===== config.mk =====
export PLATFORM = sky130hd
export DESIGN_NAME = panel_ctrl
export DESIGN_NICKNAME = d
export VERILOG_FILES = /design/src/rtl/panel_pkg.sv /design/src/rtl/btn_press_detector.sv /design/src/rtl/hex_to_seven_seg.sv /design/src/rtl/panel_ctrl.sv
export SDC_FILE = /design/constraint.sdc
export NUM_CORES = 1
export LEC_CHECK = 0
export CAP_MARGIN = 20
export CORE_MARGIN = 2
export CORE_UTILIZATION = 35
export DETAILED_ROUTE_END_ITERATION = 16
export SKIP_CTS_REPAIR_TIMING = 1
export SYNTH_ARGS = -nofsm -noshare
export SYNTH_HDL_FRONTEND = slang
export SYNTH_HIERARCHICAL = 1
export SYNTH_SLANG_ARGS = --single-unit

===== constraint.sdc =====
create_clock -name i_clk -period 4.02 [get_ports i_clk]
set_input_delay 0.804 -clock i_clk [delete_from_list [all_inputs] [get_ports i_clk]]
set_output_delay 0.804 -clock i_clk [all_outputs]
set_load 0.01 [all_outputs]

===== src/rtl/panel_pkg.sv =====
// Shared types and constants for the front-panel controller.
// Display modes, press states and LED bit positions.
package panel_pkg;

  typedef enum logic [1:0] {
    MODE_ENC = 2'd0,
    MODE_CNT = 2'd1,
    MODE_RAW = 2'd2
  } mode_e;

  typedef enum logic [1:0] {
    ST_IDLE      = 2'd0,
    ST_HELD      = 2'd1,
    ST_LONG_HELD = 2'd2
  } press_state_e;

  localparam logic [6:0] SSEG_BLANK = 7'b0;

  localparam int LED_VALID   = 0;
  localparam int LED_MODE_LO = 1;
  localparam int LED_MODE_HI = 2;
  localparam int LED_BTN     = 3;

  // Code 3 is unreachable and behaves like ENC.
  function automatic logic [1:0] next_mode(
    input logic [1:0] m
  );
    logic [1:0] n;
    case (m)
      MODE_CNT: n = MODE_RAW;
      MODE_RAW: n = MODE_ENC;
      default:  n = MODE_CNT;
    endcase
    return n;
  endfunction

endpackage


===== src/rtl/btn_press_detector.sv =====
// Button synchroniser, debouncer and short/long press classifier.
// Pulses are one cycle wide and at most one is produced per press.
module btn_press_detector
  import panel_pkg::*;
#(
  parameter int DEBOUNCE_CYCLES   = 16,
  parameter int LONG_PRESS_CYCLES = 1024
) (
  input  logic i_clk,
  input  logic i_reset_n,
  input  logic i_btn,
  output logic o_level,
  output logic o_short_pulse,
  output logic o_long_pulse
);

  localparam int DBW = $clog2(DEBOUNCE_CYCLES);
  localparam int HW  = $clog2(LONG_PRESS_CYCLES);
  localparam logic [DBW-1:0] DB_MAX =
    DBW'(DEBOUNCE_CYCLES - 1);
  localparam logic [HW-1:0] HOLD_MAX =
    HW'(LONG_PRESS_CYCLES - 1);

  logic [1:0]     r_sync;
  logic [DBW-1:0] r_db_cnt;
  logic           r_level;
  logic           r_level_d;
  logic [HW-1:0]  r_hold;
  press_state_e   r_state;

  logic w_rise;
  logic w_fall;

  assign w_rise = r_level & ~r_level_d;
  assign w_fall = ~r_level & r_level_d;

  assign o_level = r_level;
  assign o_short_pulse =
    (r_state == ST_HELD) & w_fall;
  assign o_long_pulse =
    (r_state == ST_HELD) & ~w_fall &
    (r_hold == HOLD_MAX);

  always_ff @(posedge i_clk or negedge i_reset_n) begin
    if (!i_reset_n) begin
      r_sync    <= '0;
      r_db_cnt  <= '0;
      r_level   <= 1'b0;
      r_level_d <= 1'b0;
      r_hold    <= '0;
      r_state   <= ST_IDLE;
    end else begin
      r_sync    <= {r_sync[0], i_btn};
      r_level_d <= r_level;

      if (r_sync[1] == r_level) begin
        r_db_cnt <= '0;
      end else if (r_db_cnt == DB_MAX) begin
        r_level  <= ~r_level;
        r_db_cnt <= '0;
      end else begin
        r_db_cnt <= r_db_cnt + 1'b1;
      end

      // Hold counter stops at HOLD_MAX, so it never wraps.
      case (r_state)
        ST_IDLE: begin
          if (w_rise) begin
            r_state <= ST_HELD;
            r_hold  <= '0;
          end
        end
        ST_HELD: begin
          if (w_fall) begin
            r_state <= ST_IDLE;
          end else if (r_hold == HOLD_MAX) begin
            r_state <= ST_LONG_HELD;
          end else begin
            r_hold <= r_hold + 1'b1;
          end
        end
        ST_LONG_HELD: begin
          if (w_fall) begin
            r_state <= ST_IDLE;
          end
        end
        default: r_state <= ST_IDLE;
      endcase
    end
  end

endmodule


===== src/rtl/hex_to_seven_seg.sv =====
// Hex nibble to active-high seven-segment pattern.
// Bit order is {g,f,e,d,c,b,a}.
module hex_to_seven_seg (
  input  logic [3:0] i_hex,
  output logic [6:0] o_seg
);

  always_comb begin
    o_seg = 7'h00;
    case (i_hex)
      4'h0: o_seg = 7'h3F;
      4'h1: o_seg = 7'h06;
      4'h2: o_seg = 7'h5B;
      4'h3: o_seg = 7'h4F;
      4'h4: o_seg = 7'h66;
      4'h5: o_seg = 7'h6D;
      4'h6: o_seg = 7'h7D;
      4'h7: o_seg = 7'h07;
      4'h8: o_seg = 7'h7F;
      4'h9: o_seg = 7'h6F;
      4'hA: o_seg = 7'h77;
      4'hB: o_seg = 7'h7C;
      4'hC: o_seg = 7'h39;
      4'hD: o_seg = 7'h5E;
      4'hE: o_seg = 7'h79;
      default: o_seg = 7'h71;
    endcase
  end

endmodule


===== src/rtl/panel_ctrl.sv =====
// Front-panel controller: button modes, press counter and
// multi-digit seven-segment display driven from slide switches.
module panel_ctrl
  import panel_pkg::*;
#(
  parameter int N_SLIDE_SWITCHES  = 8,
  parameter int N_DIGITS          = 2,
  parameter int N_LEDS            = 4,
  parameter int DEBOUNCE_CYCLES   = 16,
  parameter int LONG_PRESS_CYCLES = 1024
) (
  input  logic                        i_clk,
  input  logic                        i_reset_n,
  input  logic                        i_btn,
  input  logic [N_SLIDE_SWITCHES-1:0] i_slide_switches,
  output logic [7*N_DIGITS-1:0]       o_sseg,
  output logic [N_LEDS-1:0]           o_leds
);

  localparam int DW = 4 * N_DIGITS;

  logic [N_SLIDE_SWITCHES-1:0] r_sw_s1;
  logic [N_SLIDE_SWITCHES-1:0] r_sw_s2;
  logic [1:0]                  r_mode;
  logic [DW-1:0]               r_cnt;
  logic [7*N_DIGITS-1:0]       r_sseg;
  logic                        r_enc_valid;

  logic                  w_level;
  logic                  w_short;
  logic                  w_long;
  logic [DW-1:0]         w_enc_idx;
  logic                  w_enc_valid;
  logic                  w_is_enc;
  logic [DW-1:0]         w_disp;
  logic [7*N_DIGITS-1:0] w_seg;
  logic [N_LEDS-1:0]     w_leds;

  btn_press_detector #(
    .DEBOUNCE_CYCLES   (DEBOUNCE_CYCLES),
    .LONG_PRESS_CYCLES (LONG_PRESS_CYCLES)
  ) u_btn (
    .i_clk         (i_clk),
    .i_reset_n     (i_reset_n),
    .i_btn         (i_btn),
    .o_level       (w_level),
    .o_short_pulse (w_short),
    .o_long_pulse  (w_long)
  );

  always_comb begin
    w_enc_idx = '0;
    for (int i = 0; i < N_SLIDE_SWITCHES; i++) begin
      if (r_sw_s2[i]) begin
        w_enc_idx = DW'(i);
      end
    end
  end

  assign w_enc_valid = |r_sw_s2;
  assign w_is_enc = (r_mode != MODE_CNT) &&
                    (r_mode != MODE_RAW);

  always_comb begin
    w_disp = w_enc_idx;
    case (r_mode)
      MODE_CNT: w_disp = r_cnt;
      MODE_RAW: w_disp = DW'(r_sw_s2);
      default:  w_disp = w_enc_idx;
    endcase
  end

  for (genvar k = 0; k < N_DIGITS; k++) begin : g_dig
    hex_to_seven_seg u_hex (
      .i_hex (w_disp[4*k +: 4]),
      .o_seg (w_seg[7*k +: 7])
    );
  end

  always_ff @(posedge i_clk or negedge i_reset_n) begin
    if (!i_reset_n) begin
      r_sw_s1     <= '0;
      r_sw_s2     <= '0;
      r_mode      <= MODE_ENC;
      r_cnt       <= '0;
      r_sseg      <= '0;
      r_enc_valid <= 1'b0;
    end else begin
      r_sw_s1 <= i_slide_switches;
      r_sw_s2 <= r_sw_s1;
      if (w_long) begin
        r_mode <= next_mode(r_mode);
      end
      if (w_short && (r_mode == MODE_CNT)) begin
        r_cnt <= r_cnt + 1'b1;
      end
      if (w_is_enc && !w_enc_valid) begin
        r_sseg <= {N_DIGITS{SSEG_BLANK}};
      end else begin
        r_sseg <= w_seg;
      end
      r_enc_valid <= w_is_enc & w_enc_valid;
    end
  end

  // Mode and level bits are already flops; only valid needs its own.
  always_comb begin
    w_leds = '0;
    w_leds[LED_VALID]   = r_enc_valid;
    w_leds[LED_MODE_LO] = r_mode[0];
    w_leds[LED_MODE_HI] = r_mode[1];
    w_leds[LED_BTN]     = w_level;
  end

  assign o_sseg = r_sseg;
  assign o_leds = w_leds;

endmodule


==> impl_metrics.env, run 1 <==
export IMPL_cts_buffers=9
export IMPL_crit_path_end_kind="register"
export IMPL_grt_overflow=0
export IMPL_rows=34
export IMPL_synth_nets=314
export IMPL_hp_class="reg2reg"
export IMPL_clockBufferDepth=2
export IMPL_layout_cells_non_filler=424
export IMPL_max_slew_margin_rel=0.3506
export IMPL_grt_pass1_vias=2139
export IMPL_period_share=0.6869
export IMPL_maxSlewViolCount=0
export IMPL_hpwlAfterDp_um=4107
export IMPL_cp_start_kind="register"
export IMPL_ant_nets=0
export IMPL_gp_congestion=0.8334
export IMPL_critical_path_class="reg2reg"
export IMPL_worstMarginPinSlew_ns=0.9705
export IMPL_grt_pass1_wl_um=10320
export IMPL_crit_fanout=14
export IMPL_pin_count=29
export IMPL_vias=2250
export IMPL_fin_setup_tns_ns=0
export IMPL_arrival_ns=2.99
export IMPL_clk_latency_ns=0.33
export IMPL_core_sq_um=8806
export IMPL_rsz0062_at_grt="no"
export IMPL_htree_num_levels=3
export IMPL_yosys_most_used_dff="dfrtp_1"
export IMPL_synth_top_area_cell="dfrtp_1"
export IMPL_grt_use_total=0.1303
export IMPL_port_buffers=28
export IMPL_powerDensity_nw_per_um2=362.8
export IMPL_first_iter_violations=156
export IMPL_fmax_mhz=362.2
export IMPL_avgSynthCellArea_sq_um=11.36
export IMPL_cts_root_buf="clkbuf_8"
export IMPL_die_h_um=99.83
export IMPL_wl_per_cell_um=14.20
export IMPL_synth_distinct_cells=57
export IMPL_start_util=0.3650
export IMPL_syn_area_sq_um=3214
export IMPL_via_per_inst=5.307
export IMPL_worstPathRequired_ns=4.25
export IMPL_antenna_found_initial=0
export IMPL_drive_gt1_frac=0.1582
export IMPL_yosys_register_bits=61
export IMPL_postLayoutCellArea_sq_um=3796
export IMPL_netlist_instances=283
export IMPL_skew_ns=0.007215
export IMPL_clkSinkCount=61
export IMPL_cts_clk_slew_worst_paths_ns=0.07
export IMPL_cts_tree="done"
export IMPL_netlist_area_leader_share=0.4749
export IMPL_post_route_min_period_ns=2.761
export IMPL_finalPower_mw=1.377
export IMPL_fp_dieW_um=99.83
export IMPL_area_delta_synth_final_pct=18.10
export IMPL_drc=0
export IMPL_grt_max_degree=34
export IMPL_ir_worst_vdd_mv=0.1885
export IMPL_synth_area_leaders="dfrtp_1 47%, ha_1 7.8%, and2_4 2.7%"
export IMPL_setup_viol=0
export IMPL_synthArstFlopShare=1.000
export IMPL_max_cap_viol_count=0
export IMPL_status="finished, final reports clean"
export IMPL_synth_edf_count=0
export IMPL_diodes=0
export IMPL_dp_cells=408
export IMPL_nets=342
export IMPL_place_area_sq_um=3552
export IMPL_dr_pass1_iters=4
export IMPL_wirelength_um=6020
export IMPL_fp_dieArea_sq_um=9966
export IMPL_ys_warn_count=6
export IMPL_leakage_nw=1.549
export IMPL_final_hold_viol_count=0
export IMPL_seq_area_frac_synth=0.4749
## synthesized netlist by cell type, types with 3 or more instances
cell type	count
a21oi_1	15
inv_1	15
a22oi_1	6
nand2_1	9
nor4_1	3
nor3b_1	3
nand4_1	6
o21ai_0	6
ha_1	20
nor2_1	15
nand3_1	7
clkbuf_1	3
nand2b_1	4
a221oi_1	3
xnor2_1	9
nor2b_1	6
o32a_1	3
dfrtp_1	61
mux2_4	3
buf_2	4
and2_4	10
nor3_1	7
o41ai_1	5
mux2_2	6
and4_1	3
mux2i_1	4
buf_6	3
## cells by family after synthesis
family	synth area share
flops	0.4749
xor+xnor	0.02452
simple gates	0.1935
fa+ha+maj	0.07785
buf+inv	0.04359
compound gates	0.1183
mux	0.06734
## worst paths after layout
check                      cells after the start                  start                           to  slack [ns]
max in group asynchronous                      2              i_reset_n         r_cnt[2]$_DFFE_PN0P_        2.65
setup / recovery                               8  r_mode[0]$_DFFE_PN0P_          o_sseg[3]$_DFF_PN0_        1.26
min in group asynchronous                      1              i_reset_n  u_btn/r_hold[7]$_DFFE_PN0P_        0.50
hold / removal                                 0   r_sw_s1[6]$_DFF_PN0_         r_sw_s2[6]$_DFF_PN0_        0.35
setup reg to reg                               8  r_mode[0]$_DFFE_PN0P_          o_sseg[3]$_DFF_PN0_        1.26
hold reg to reg                                0   r_sw_s1[6]$_DFF_PN0_         r_sw_s2[6]$_DFF_PN0_        0.35
## placed cells by master (no fill, tap or decap), types with 3 or more instances in the layout
cell	netlist	final
a21oi_1	15	15
a221oi_1	3	3
a22oi_1	6	6
and2_4	10	10
and4_1	3	3
clkbuf_8	0	13
clkdlybuf4s50_1	0	27
dfrtp_1	61	61
ha_1	20	20
inv_1	15	15
mux2_2	6	6
mux2_4	3	3
mux2i_1	4	4
nand2_1	9	9
nand2b_1	4	4
nand3_1	7	7
nand4_1	6	6
nor2_1	15	15
nor2b_1	6	6
nor3_1	7	7
nor3b_1	3	3
nor4_1	3	3
o21ai_0	6	6
o32a_1	3	3
o41ai_1	5	5
xnor2_1	9	9
## report_power, final
group | internal [mW] | switching (mW)
Combinational | 0.0430 | 0.0392
Clock | 0.416 | 0.234
Sequential | 0.632 | 0.0125
Total | 1.09 | 0.286
## sequential cells by signal (all words and copies together) (netlist names)
signal,cells
o_sseg,14
u_btn/r_hold,10
r_cnt,8
r_sw_s1,8
r_sw_s2,8
u_btn/r_db_cnt,4
r_mode,2
u_btn/r_state,2
u_btn/r_sync,2
r_enc_valid,1
u_btn/o_level,1
u_btn/r_level_d,1
## final cells by class
type	instances	area (sq um)
timing repair buffer	29	282.8
sequential	61	1526
fill	801	5010
multi-input combinational	194	1548
inverter	16	60.06
clock buffer	13	178.9
tap	108	135.1
clock inverter	3	65.06
## per-stage QoR
stage | utilization | worst slack, ns | hold slack [ns]
after floorplan | - | 1.422 | 0.3312
after global placement | 0.4034 | 1.418 | 0.3327
after detailed placement | 0.4034 | 1.279 | 0.3347
after CTS | 0.4311 | 1.256 | 0.3497
after global routing | 0.4311 | 1.087 | 0.3552
final | 0.4311 | 1.259 | 0.3486
## routing by layer
| metal | vias to the layer above | share of wire | GRT usage |
|---|---|---|---|
| met2 | 59 | 0.46 | 0.1975 |
| li1 | 1078 | - | - |
| met4 | 0 | 0.020 | 0.06006 |
| met3 | 10 | 0.047 | 0.03134 |
| met5 | - | 0 | 0 |
| met1 | 1103 | 0.47 | 0.1772 |
## worst max-delay path, stage by stage, from the launching register on
cell	delay, ns
dfrtp_1	0.41
inv_1	0.08
ha_1	0.47
nor3b_1	0.21
a21oi_1	0.35
inv_1	0.18
ha_1	0.34
mux4_1	0.49
and2_4	0.14
(Power assumes the default switching activity.)
==> inputs of run 2 (changes only) <==
- clock period: 4.02 -> 2.7 ns (I/O delays scaled with it)
==> impl_metrics.env, run 2 (same netlist as run 1, synthesis figures left out) <==
export IMPL_status="finished, final reports clean"
export IMPL_hp_class="in2async"
export IMPL_max_cap_viol_count=0
export IMPL_largest_reg_flops=14
export IMPL_htree_num_levels=3
export IMPL_fmax_mhz=401.4
export IMPL_area_delta_synth_final_pct=20.67
export IMPL_ant_nets=0
export IMPL_start_util=0.3650
export IMPL_drc=0
export IMPL_cts_tree="done"
export IMPL_r2r_end="o_sseg[3]$_DFF_PN0_"
export IMPL_fin_setup_tns_ns=0
export IMPL_antenna_found_initial=0
export IMPL_fillers=820
export IMPL_wl_met1_um=2801
export IMPL_port_buffers=28
export IMPL_rsz0062_at_grt="no"
export IMPL_max_slew_margin_rel=0.5507
export IMPL_wl_met3_um=297
export IMPL_grt_pass1_wl_um=10360
export IMPL_crit_end="o_sseg[3]$_DFF_PN0_"
export IMPL_wl_met2_um=2607
export IMPL_wl_per_cell_um=13.47
export IMPL_crit_fanout=7
export IMPL_setup_viol=0
export IMPL_power_frac_clock=0.478
export IMPL_core_sq_um=8806
export IMPL_diodes=0
export IMPL_cts_clk_slew_worst_paths_ns=0.07
export IMPL_routed_top_layer="met4"
export IMPL_netSwitchingFraction=0.2087
export IMPL_hpwlAfterDp_um=4136
export IMPL_combPwrFrac=0.061
export IMPL_layout_commonest_cell="dfrtp_1"
export IMPL_via_per_inst=5.144
export IMPL_clk_latency_ns=0.33
export IMPL_worstMarginPinSlew_ns=0.6739
export IMPL_r2r_slack_ns=0.21
export IMPL_maxSlewViolCount=0
export IMPL_cp_start_kind="register"
export IMPL_dp_cells=416
export IMPL_grt_max_degree=29
export IMPL_arrival_ns=2.72
export IMPL_grt_overflow=0
export IMPL_rows=34
export IMPL_drive_gt1_frac=0.1975
export IMPL_skew_ns=0.008735
export IMPL_post_route_min_period_ns=2.491
export IMPL_pin_count=29
export IMPL_gp_congestion=0.8364
export IMPL_final_cell_mix="61 x dfrtp_1, 27 x clkdlybuf4s50_1, 19 x ha_1"
export IMPL_cts_root_buf="clkbuf_8"
export IMPL_clockBufferDepth=2
export IMPL_period_share=0.9227
export IMPL_grt_use_total=0.1312
export IMPL_grt_pass1_vias=2158
export IMPL_fp_dieArea_sq_um=9966
export IMPL_r2r_start="r_mode[0]$_DFFE_PN0P_"
export IMPL_leakage_nw=1.592
export IMPL_clkSinkCount=61
export IMPL_fp_dieW_um=99.83
export IMPL_p_int_mw=1.646
export IMPL_timing_critical_path_from="r_mode[0]$_DFFE_PN0P_"
export IMPL_ir_worst_vdd_mv=0.2589
export IMPL_die_h_um=99.83
export IMPL_reg2regPathDepth=8
export IMPL_wirelength_um=5819
export IMPL_vias=2222
export IMPL_layout_cells_non_filler=432
export IMPL_nets=350
export IMPL_cts_buffers=9
export IMPL_crit_path_end_kind="register"
export IMPL_dr_pass1_iters=4
export IMPL_powerDensity_nw_per_um2=536.3
export IMPL_worstPathRequired_ns=2.93
export IMPL_critical_path_class="reg2reg"
export IMPL_first_iter_violations=131
export IMPL_power_frac_seq=0.461
export IMPL_p_sw_mw=0.4341
export IMPL_final_hold_viol_count=0
[run 2: cell types whose count changed in the layout (fill, tap and decap cells not counted), moves of 2 or more]
| cell | change |
|---|---|
| a21oi_2 | +2 |
| a21oi_1 | -2 |
| buf_4 | +8 |
| nor2_2 | +2 |
| clkbuf_8 | -3 |
| nor2_1 | -2 |
[run 2: metrics by stage]
step           hold slack [ns]  utilization  total power, mW  instance area (sq um)  setup slack [ns]
6_report               0.04598       0.4405            2.080                   3879            0.2088
3_3_place_gp            0.3317       0.4102            1.100                   3612            0.2245
3_5_place_dp            0.3347       0.4102            1.103                   3612           0.07630
5_1_grt                0.04322       0.4405            2.180                   3879          0.005948
4_1_cts                0.03708       0.4382            2.112                   3859           0.06688
2_1_floorplan           0.2444            -            1.033                   3214            0.1019
[run 2: power by group through the flow]
| stage | Clock (mW) | Combinational (mW) | Sequential [mW] |
|---|---|---|---|
| finish | 0.995 | 0.126 | 0.959 |
| global route | 1.08 | 0.142 | 0.962 |
| global placement | 0 | 0.124 | 0.976 |
| floorplan | 0 | 0.0559 | 0.977 |
| CTS | 1.03 | 0.127 | 0.959 |
| detailed placement | 0 | 0.127 | 0.976 |
[run 2: worst min-delay path by stage]
stage	start	end	slack (ns)	depth (start not counted)
final	i_reset_n	u_btn/r_hold[5]$_DFFE_PN0P_	0.05	1
after global placement	u_btn/r_sync[0]$_DFF_PN0_	u_btn/r_sync[1]$_DFF_PN0_	0.33	0
after detailed placement	r_sw_s1[5]$_DFF_PN0_	r_sw_s2[5]$_DFF_PN0_	0.33	0
after CTS	i_reset_n	u_btn/r_hold[5]$_DFFE_PN0P_	0.04	1
after floorplan	i_reset_n	o_sseg[0]$_DFF_PN0_	0.24	0
after global routing	i_reset_n	u_btn/r_db_cnt[0]$_DFF_PN0_	0.04	1
[run 2: cell type report]
cell class,instances,area (sq um),share of cell area
multi-input cells,194,1568,0.4042
flip-flops and latches,61,1526,0.3935
repair buffers,37,342.8,0.08839
clock buffers,10,137.6,0.03548
well taps,108,135.1,0.03484
clock inverters,6,108.9,0.02806
inverters,16,60.06,0.01548
[run 2: worst max-delay path: stages, from the launching register on]
cell and delay, ns:
dfrtp_1 0.40, inv_1 0.07, ha_1 0.37, nor3b_2 0.20, a21oi_2 0.25, inv_1 0.14
ha_1 0.31, mux4_1 0.50, and2_4 0.15
[run 2: per-layer routing]
metal | vias to the layer above | track usage
met1 | 1074 | 0.1746
met2 | 49 | 0.2032
met3 | 9 | 0.02786
met4 | 0 | 0.06639
li1 | 1090 | -
met5 | - | 0
==> inputs of run 3 (changes only) <==
- CTS_CLUSTER_SIZE: unset -> 28
==> results of run 3 <==
Final layout, timing and power as in run 2 (identical DEF).
